## config.mk

```make
export PLATFORM = sky130hd
export DESIGN_NAME = keypad_matrix_emulator
export DESIGN_NICKNAME = d
export VERILOG_FILES = /design/src/rtl/keypad_pkg.sv /design/src/rtl/keypad_press_timer.sv /design/src/rtl/keypad_matrix_emulator.sv
export SDC_FILE = /design/constraint.sdc
export NUM_CORES = 1
export LEC_CHECK = 0
export CAP_MARGIN = 15
export CELL_PAD_IN_SITES_DETAIL_PLACEMENT = 2
export CELL_PAD_IN_SITES_GLOBAL_PLACEMENT = 2
export CORE_MARGIN = 10
export CORE_UTILIZATION = 29
export DETAILED_ROUTE_END_ITERATION = 8
export PLACE_DENSITY = 0.77
export SLEW_MARGIN = 30
export SYNTH_ARGS = -nofsm -noshare
export SYNTH_HDL_FRONTEND = slang
export SYNTH_SLANG_ARGS = --single-unit
```

## constraint.sdc

```tcl
create_clock -name CLK -period 1.9 [get_ports CLK]
set_input_delay 0.38 -clock CLK [delete_from_list [all_inputs] [get_ports CLK]]
set_output_delay 0.38 -clock CLK [all_outputs]
set_load 0.01 [all_outputs]
```

## src/rtl/keypad_pkg.sv

```systemverilog
// Shared keypad definitions: FSM states, key-index field positions and the
// key-index-to-digit map used by the emulator, the lock and the sequence bench.
package keypad_pkg;

    typedef enum logic [1:0] {
        IDLE  = 2'd0,
        PRESS = 2'd1,
        GAP   = 2'd2
    } key_state_t;

    // key_idx = {row, col}
    localparam int ROW_MSB = 3;
    localparam int ROW_LSB = 2;
    localparam int COL_MSB = 1;
    localparam int COL_LSB = 0;

    // Digit codes for the two non-numeric keys on the bottom row
    localparam logic [3:0] DIGIT_STAR = 4'hE;
    localparam logic [3:0] DIGIT_HASH = 4'hF;

    // Nibble n holds the digit printed on key index n. Layout, row 0 on top:
    //   1 2 3 A / 4 5 6 B / 7 8 9 C / * 0 # D
    localparam logic [63:0] KEY_DIGIT_MAP = 64'hDF0E_C987_B654_A321;

    function automatic logic [3:0] key_to_digit(input logic [3:0] idx);
        return KEY_DIGIT_MAP[{idx, 2'b00} +: 4];
    endfunction

endpackage

```

## src/rtl/keypad_press_timer.sv

```systemverilog
// Loadable down-counter shared by the HOLD and GAP phases. tc is high on the
// last enabled cycle of a loaded interval, so loading N yields N enabled cycles.
module keypad_press_timer #(
    parameter int CNT_W = 7
) (
    input  logic             clk,
    input  logic             rst_n,
    input  logic             load,
    input  logic [CNT_W-1:0] load_val,
    input  logic             en,
    output logic             tc
);

    logic [CNT_W-1:0] count;

    // Load takes priority so a phase change can reload on its terminal cycle
    always_ff @(posedge clk) begin
        if (!rst_n) begin
            count <= '0;
        end else if (load) begin
            count <= load_val;
        end else if (en && (count != '0)) begin
            count <= count - CNT_W'(1);
        end
    end

    assign tc = en && (count == CNT_W'(1));

endmodule

```

## src/rtl/keypad_matrix_emulator.sv

```systemverilog
// 4x4 matrix keypad model: presses one queued key at a time for HOLD_CYCLES,
// echoes the pressed column's scan onto the key's row, then releases for
// GAP_CYCLES before accepting the next key.
module keypad_matrix_emulator
    import keypad_pkg::*;
#(
    parameter int HOLD_CYCLES = 64,
    parameter int GAP_CYCLES  = 32,
    parameter int HIT_W       = 8
) (
    input  logic             CLK,
    input  logic             RST,
    input  logic [3:0]       scan,
    output logic [3:0]       code,
    input  logic             key_valid,
    input  logic [3:0]       key_idx,
    output logic             key_ready,
    input  logic             abort,
    output logic             busy,
    output logic             press_done,
    output logic [HIT_W-1:0] hits
);

    localparam int MAX_CYCLES = (HOLD_CYCLES > GAP_CYCLES) ? HOLD_CYCLES : GAP_CYCLES;
    localparam int CNT_W      = $clog2(MAX_CYCLES + 1);

    key_state_t       state;
    key_state_t       state_next;
    logic [1:0]       row_q;
    logic [1:0]       col_q;
    logic [3:0]       code_next;
    logic             accept;
    logic             end_press;
    logic             timer_load;
    logic [CNT_W-1:0] timer_load_val;
    logic             timer_en;
    logic             timer_tc;
    logic             hit;

    keypad_press_timer #(
        .CNT_W (CNT_W)
    ) u_timer (
        .clk      (CLK),
        .rst_n    (RST),
        .load     (timer_load),
        .load_val (timer_load_val),
        .en       (timer_en),
        .tc       (timer_tc)
    );

    // State register; reset dominates everything including an active press
    always_ff @(posedge CLK) begin
        if (!RST) begin
            state <= IDLE;
        end else begin
            state <= state_next;
        end
    end

    // Next-state, timer control and row drive; abort releases the key at once
    always_comb begin
        state_next     = state;
        accept         = 1'b0;
        end_press      = 1'b0;
        timer_load     = 1'b0;
        timer_load_val = CNT_W'(HOLD_CYCLES);
        timer_en       = 1'b0;
        code_next      = '0;
        case (state)
            IDLE: begin
                if (key_valid) begin
                    accept     = 1'b1;
                    timer_load = 1'b1;
                    state_next = PRESS;
                end
            end
            PRESS: begin
                timer_en         = 1'b1;
                code_next[row_q] = scan[col_q];
                if (abort || timer_tc) begin
                    end_press      = 1'b1;
                    timer_load     = 1'b1;
                    timer_load_val = CNT_W'(GAP_CYCLES);
                    state_next     = GAP;
                    if (abort) begin
                        code_next = '0;
                    end
                end
            end
            GAP: begin
                timer_en = 1'b1;
                if (timer_tc) begin
                    state_next = IDLE;
                end
            end
            default: begin
                state_next = IDLE;
            end
        endcase
    end

    assign key_ready = (state == IDLE);
    assign busy      = (state != IDLE);
    assign hit       = (state == PRESS) && scan[col_q];

    // Latched key, registered row sense, completion pulse and saturating hit count
    always_ff @(posedge CLK) begin
        if (!RST) begin
            row_q      <= '0;
            col_q      <= '0;
            code       <= '0;
            press_done <= 1'b0;
            hits       <= '0;
        end else begin
            code       <= code_next;
            press_done <= end_press;
            if (accept) begin
                row_q <= key_idx[ROW_MSB:ROW_LSB];
                col_q <= key_idx[COL_MSB:COL_LSB];
                hits  <= '0;
            end else if (hit && (hits != '1)) begin
                hits <= hits + HIT_W'(1);
            end
        end
    end

endmodule
```

Word-level counts from Yosys, hierarchy flattened

Index checks and enable logic that the tools add are counted.

Bits in registers: 26
Bits in latches: 0
Bits in writable memories: 0
ROM bits: 0
Input port bits: 12
Output and inout bits: 15
Logic and storage cells: 54
Memories: 0

Add/sub/neg operators: 2
Multipliers: 0
Div/mod/pow operators: 0
Magnitude comparators: 3
Equality and inequality tests: 7
Shift-type cells: 0
Mux-type cells: 19
Bitwise logic cells: 2
Reductions and logical operators: 14

Operator list:

| kind                | count |
|---|---|
| $mux 7              | 4 |
| $add 8x1->8 const B | 1 |
| $mux 4              | 2 |
| $ne 8x8->1 const B  | 1 |
| $eq 7x1->1 const B  | 1 |
| $reduce_bool 7->1   | 1 |
| $sub 7x1->7 const B | 1 |
| $lt 2x3->1 const B  | 2 |
| $mux 1              | 6 |
| $mux 2              | 3 |
| $ne 2x2->1 const B  | 3 |
| $pmux 2 s3          | 1 |
| $logic_and 1x1->1   | 5 |
| $and 4x4->4         | 1 |
| $reduce_bool 2->1   | 2 |
| $reduce_or 2->1     | 2 |
| $reduce_and 3->1    | 1 |
| $bmux 1 s2          | 1 |
| $demux 1 s2         | 1 |
| $eq 2x1->1 const B  | 1 |
| $eq 2x2->1 const B  | 1 |
| $ge 2x1->1 const B  | 1 |
| $logic_not 2->1     | 1 |
| $pmux 1 s2          | 1 |
| 3 further kinds     | 3 |

Longest topological paths before layout

Depth after elaboration: 8
Depth in mapped cells: 7

Modules after synthesis

From an unflattened synthesis, not the netlist that was laid out.

Cells, all modules: 171
Area total of the unflattened synthesis: 1438.9 µm²

Modules (own cells, without submodules):

| module                 | times used | cells an instance | area each (µm²) | sequential area each (µm²) |
|---|---|---|---|---|
| keypad_matrix_emulator | 1          | 112               | 940.9           | 380.4 |
| keypad_press_timer     | 1          | 59                | 498.0           | 140.1 |

Worst setup path after synthesis

OpenSTA, ideal clock, no wires.

Path type: register to register
Start point: register hits[0]
End point: register hits[4]
Data arrival time: 1685 ps
Setup slack: 144 ps
Cell stages (with the launch flop): 7
Clock period less this slack: 1756 ps
Cell sequence: dfxtp_1 -> ha_1 -> and4_1 -> and2_1 -> buf_2 -> or4_1 -> a21oi_1

Cells in the longest elaborated chain, start to end: 2

RTL lines:

| what                                                | RTL line                      | source |
|---|---|---|
| from (decl)                                         | keypad_matrix_emulator.sv:21  | `output logic [HIT_W-1:0] hits` |
| from (signal assigned)                              | keypad_matrix_emulator.sv:122 | `hits <= hits + HIT_W'(1);` |
| branches (longest 2 deep; another with $add 8x1->8) | --                            |  |

Parallel ways; which one is timed is not known.
A chain may end at the register's enable or synchronous reset.

Worst setup path after layout

Same ends and word-level chain as after synthesis.

==> metrics.txt <==
crit path max-delay cell type=or4_1; CORE AREA=~0.0043 mm²; switching portion of total power=about two fifths; dpl cell area=between 0.0015 and 0.002 mm²; initial antenna violation count=0; die width=86.5 µm; Logic pwr share=roughly 48%; syn avg cell area=approximately 8.5 µm²; P per Cell Area=about 1100 mW/mm²; CTS tree=yes; Final Core Density=roughly 40%; # Max-Cap Violations=0; DRT iter0 DRCs=between 40 and 50; # hold bufs at CTS=0; Slew Viols, Final=0; Cells after DPL=between 200 and 250; GRT Overall Usage=a little under an eighth; status=finished, final reports clean; chip height=a little under 90 µm; cell area after layout=around 0.0017 mm²; Antenna Violating Nets Remaining=0; CTS buffer count=3; area delta synth->final=36.3%; First-pass DRT Iterations=4; Buffers on Ports=26; initial core utilization=just under 30%; synth warn=0; WL per Instance=between 15 and 20 µm; non-filler cells, final=around 240; Critical Path RT=about 2100 ps; Final Skew=~4.3 ps; final cycle utilization of the critical path=between 90% and 100%; delay-heaviest family, CP=simple AND/OR/NAND/NOR gates; internal power=0.00120 W; crit path kind=reg -> reg; row cnt=24; CP Capture Type=register; Worst-Margin Slew=roughly 360 ps; RSZ-0062 raised after global routing=false; critical path depth=5; first-pass GRT wire length=7270 µm; WL final=around 4300 µm; Rel. slew slack=75.9%; FF-to-FF path depth=5; max incr delay on CP=approximately 480 ps; largest net degree at the start of global routing=14; Seq/Total Area, Yosys=between 40 and 50%; Clock power frac=approximately 16%; Max Buffers Root-to-Sink=2; Die ar.=0.00749 mm²; Ant. Diodes=0; CP arrival=between 2000 and 2500 ps; Ports=27; final hold violation count=0; Routability Congestion=0.766; Worst Path Buf+Inv=0; Syn Nets=170; Setup-failing EPs final=0; post-DP HPWL=around 3400 µm; Yosys reg bits=26; fin crit period=1810 ps; Post-Syn Instances=about 150; grt ovf=0; WHS Path Cells=2; LEAKAGE=~0.63 nW; vias=around 1300; drt drc=0; CP Cell Sequence=ha_1 > and4_1 > and2_2 > or4_1 > a21oi_1; Crit Path Max Fanout=10; clock latency on the worst-skew pair=270 ps; Psw=0.000790 W; Worst-path clk slew=90 ps; Nets=210; vias per std cell=~5.2; Root Driver=clkbuf_8; Max Freq=between 0.5 and 0.6 GHz; startpoint types=register; synth unique cells=37; Netlist Area Pre-Place=around 0.0013 mm²; Final TNS setup=0 ps; H-tree levels=1; Peak VDD IR=around 0.56 mV; vias in the first global route=1495; type of the tightest min-delay check=reg -> reg; Fill cells=between 400 and 500; clock sink count=26; Flop pwr share=between 30 and 40%; share of cells above drive strength 1=between 10 and 15%; worst hold slack=between 400 and 500 ps
worst paths after layout:
check,startpoint,endpoint,slack (ps)
worst min-delay path,col_q[0],col_q[0],490
worst min register to register,col_q[0],col_q[0],490
worst max register to register,hits[0],hits[4],90
worst max-delay path,hits[0],hits[4],90
state kept, by name (all words and copies together), names as in the netlist:
register	count
hits	8
press_done	1
state	2
code	4
col_q	2
row_q	2
u_timer.count	7
layout by cell type (no fill, tap or decap), types with 2 or more instances in the layout:
| cell type | n |
|---|---|
| dfxtp_1 | 25 |
| clkdlybuf4s50_1 | 24 |
| nand2_1 | 16 |
| a21oi_1 | 16 |
| nand3_1 | 12 |
| inv_1 | 11 |
| buf_4 | 11 |
| nor2_1 | 8 |
| nor3_1 | 6 |
| o21ai_0 | 5 |
| ha_1 | 5 |
| or3_1 | 4 |
| o31ai_1 | 4 |
| mux2i_1 | 3 |
| or4_1 | 3 |
| clkbuf_8 | 3 |
| o31a_2 | 2 |
| a211oi_1 | 2 |
| nand2b_1 | 2 |
| and3_1 | 2 |
| ha_4 | 2 |
| dlygate4sd2_1 | 2 |
worst min-delay path, cell delays in order (launching register included):
cell and delay [ps]:
dfxtp_1 340, nand2_1 60, a21oi_1 60
cell families after synthesis:
| kind of cell | synth area share [%] |
|---|---|
| and+or+nand+nor | 25.5 |
| AOI/OAI and AO/OA | 19.8 |
| DFF | 40.5 |
| buffers and inverters | 4.29 |
| adders and majority gates | 6.82 |
| muxes | 2.34 |
| xor gates and xnor gates | 0.682 |
Yosys cell counts:
cell type  instances  area (µm²)
a211oi_1           2        15.0
a21boi_0           1        7.51
a21oi_1           16        80.1
a311o_1            1        10.0
a41oi_1            1        8.76
and2_1             1        6.26
and3_1             2        12.5
and3b_1            1        8.76
and4_1             1        8.76
buf_2              2        10.0
dfxtp_1           26         521
ha_1               7        87.6
inv_1             12        45.0
mux2i_1            3        30.0
nand2_1           16        60.1
nand2b_1           2        12.5
nand3_1           12        60.1
nand4b_1           1        8.76
nor2_1             8        30.0
nor3_1             6        30.0
nor3_4             1        16.3
nor4b_1            1        8.76
o211ai_1           1        7.51
o21ai_0            5        25.0
o21ai_2            1        8.76
o22a_1             1        8.76
o22ai_1            1        6.26
o311ai_0           1        8.76
o31a_1             1        8.76
o31a_2             2        20.0
o31ai_1            4        30.0
o41ai_1            1        8.76
or2_2              1        6.26
or3_1              4        25.0
or4_1              3        22.5
or4_4              1        11.3
xnor2_1            1        8.76
final cells by class:
class / instances / area, µm² / area share (%)
multi-input cells: 111 / 736 / 42.1
well taps: 52 / 65.1 / 3.72
clock buffers: 3 / 41.3 / 2.36
repair buffers: 37 / 340 / 19.5
inverters: 12 / 45.0 / 2.58
flip-flops and latches: 26 / 522 / 29.8
per-stage QoR:
stage	total power (W)	setup WS, ps
after floorplan	0.00128	144
after global placement	0.00157	-2.13
after detailed placement	0.00165	-128
after CTS	0.00202	57.3
after global routing	0.00217	0.312
final	0.00199	93.5
what timing repair did:
action                                  in CTS  in global routing
endpoints found under the setup margin       9                  6
resized for setup                            8                  2
setup buffers                                0                  1
pin swaps                                    0                  0
per-layer routing:
layer	wire length, µm	track usage, %
met4	20	3.09
met1	1830	12.2
met3	112	1.88
met5	0	0
met2	2330	23.5
power groups by stage:
stage / clock (W) / combinational, W / sequential (W)
2_1_floorplan: 0 / 0.000575 / 0.000710
3_3_place_gp: 0 / 0.000848 / 0.000720
3_5_place_dp: 0 / 0.000914 / 0.000732
4_1_cts: 0.000336 / 0.000958 / 0.000729
5_1_grt: 0.000356 / 0.00107 / 0.000743
6_report: 0.000319 / 0.000948 / 0.000727
(Power assumes the default switching activity.)
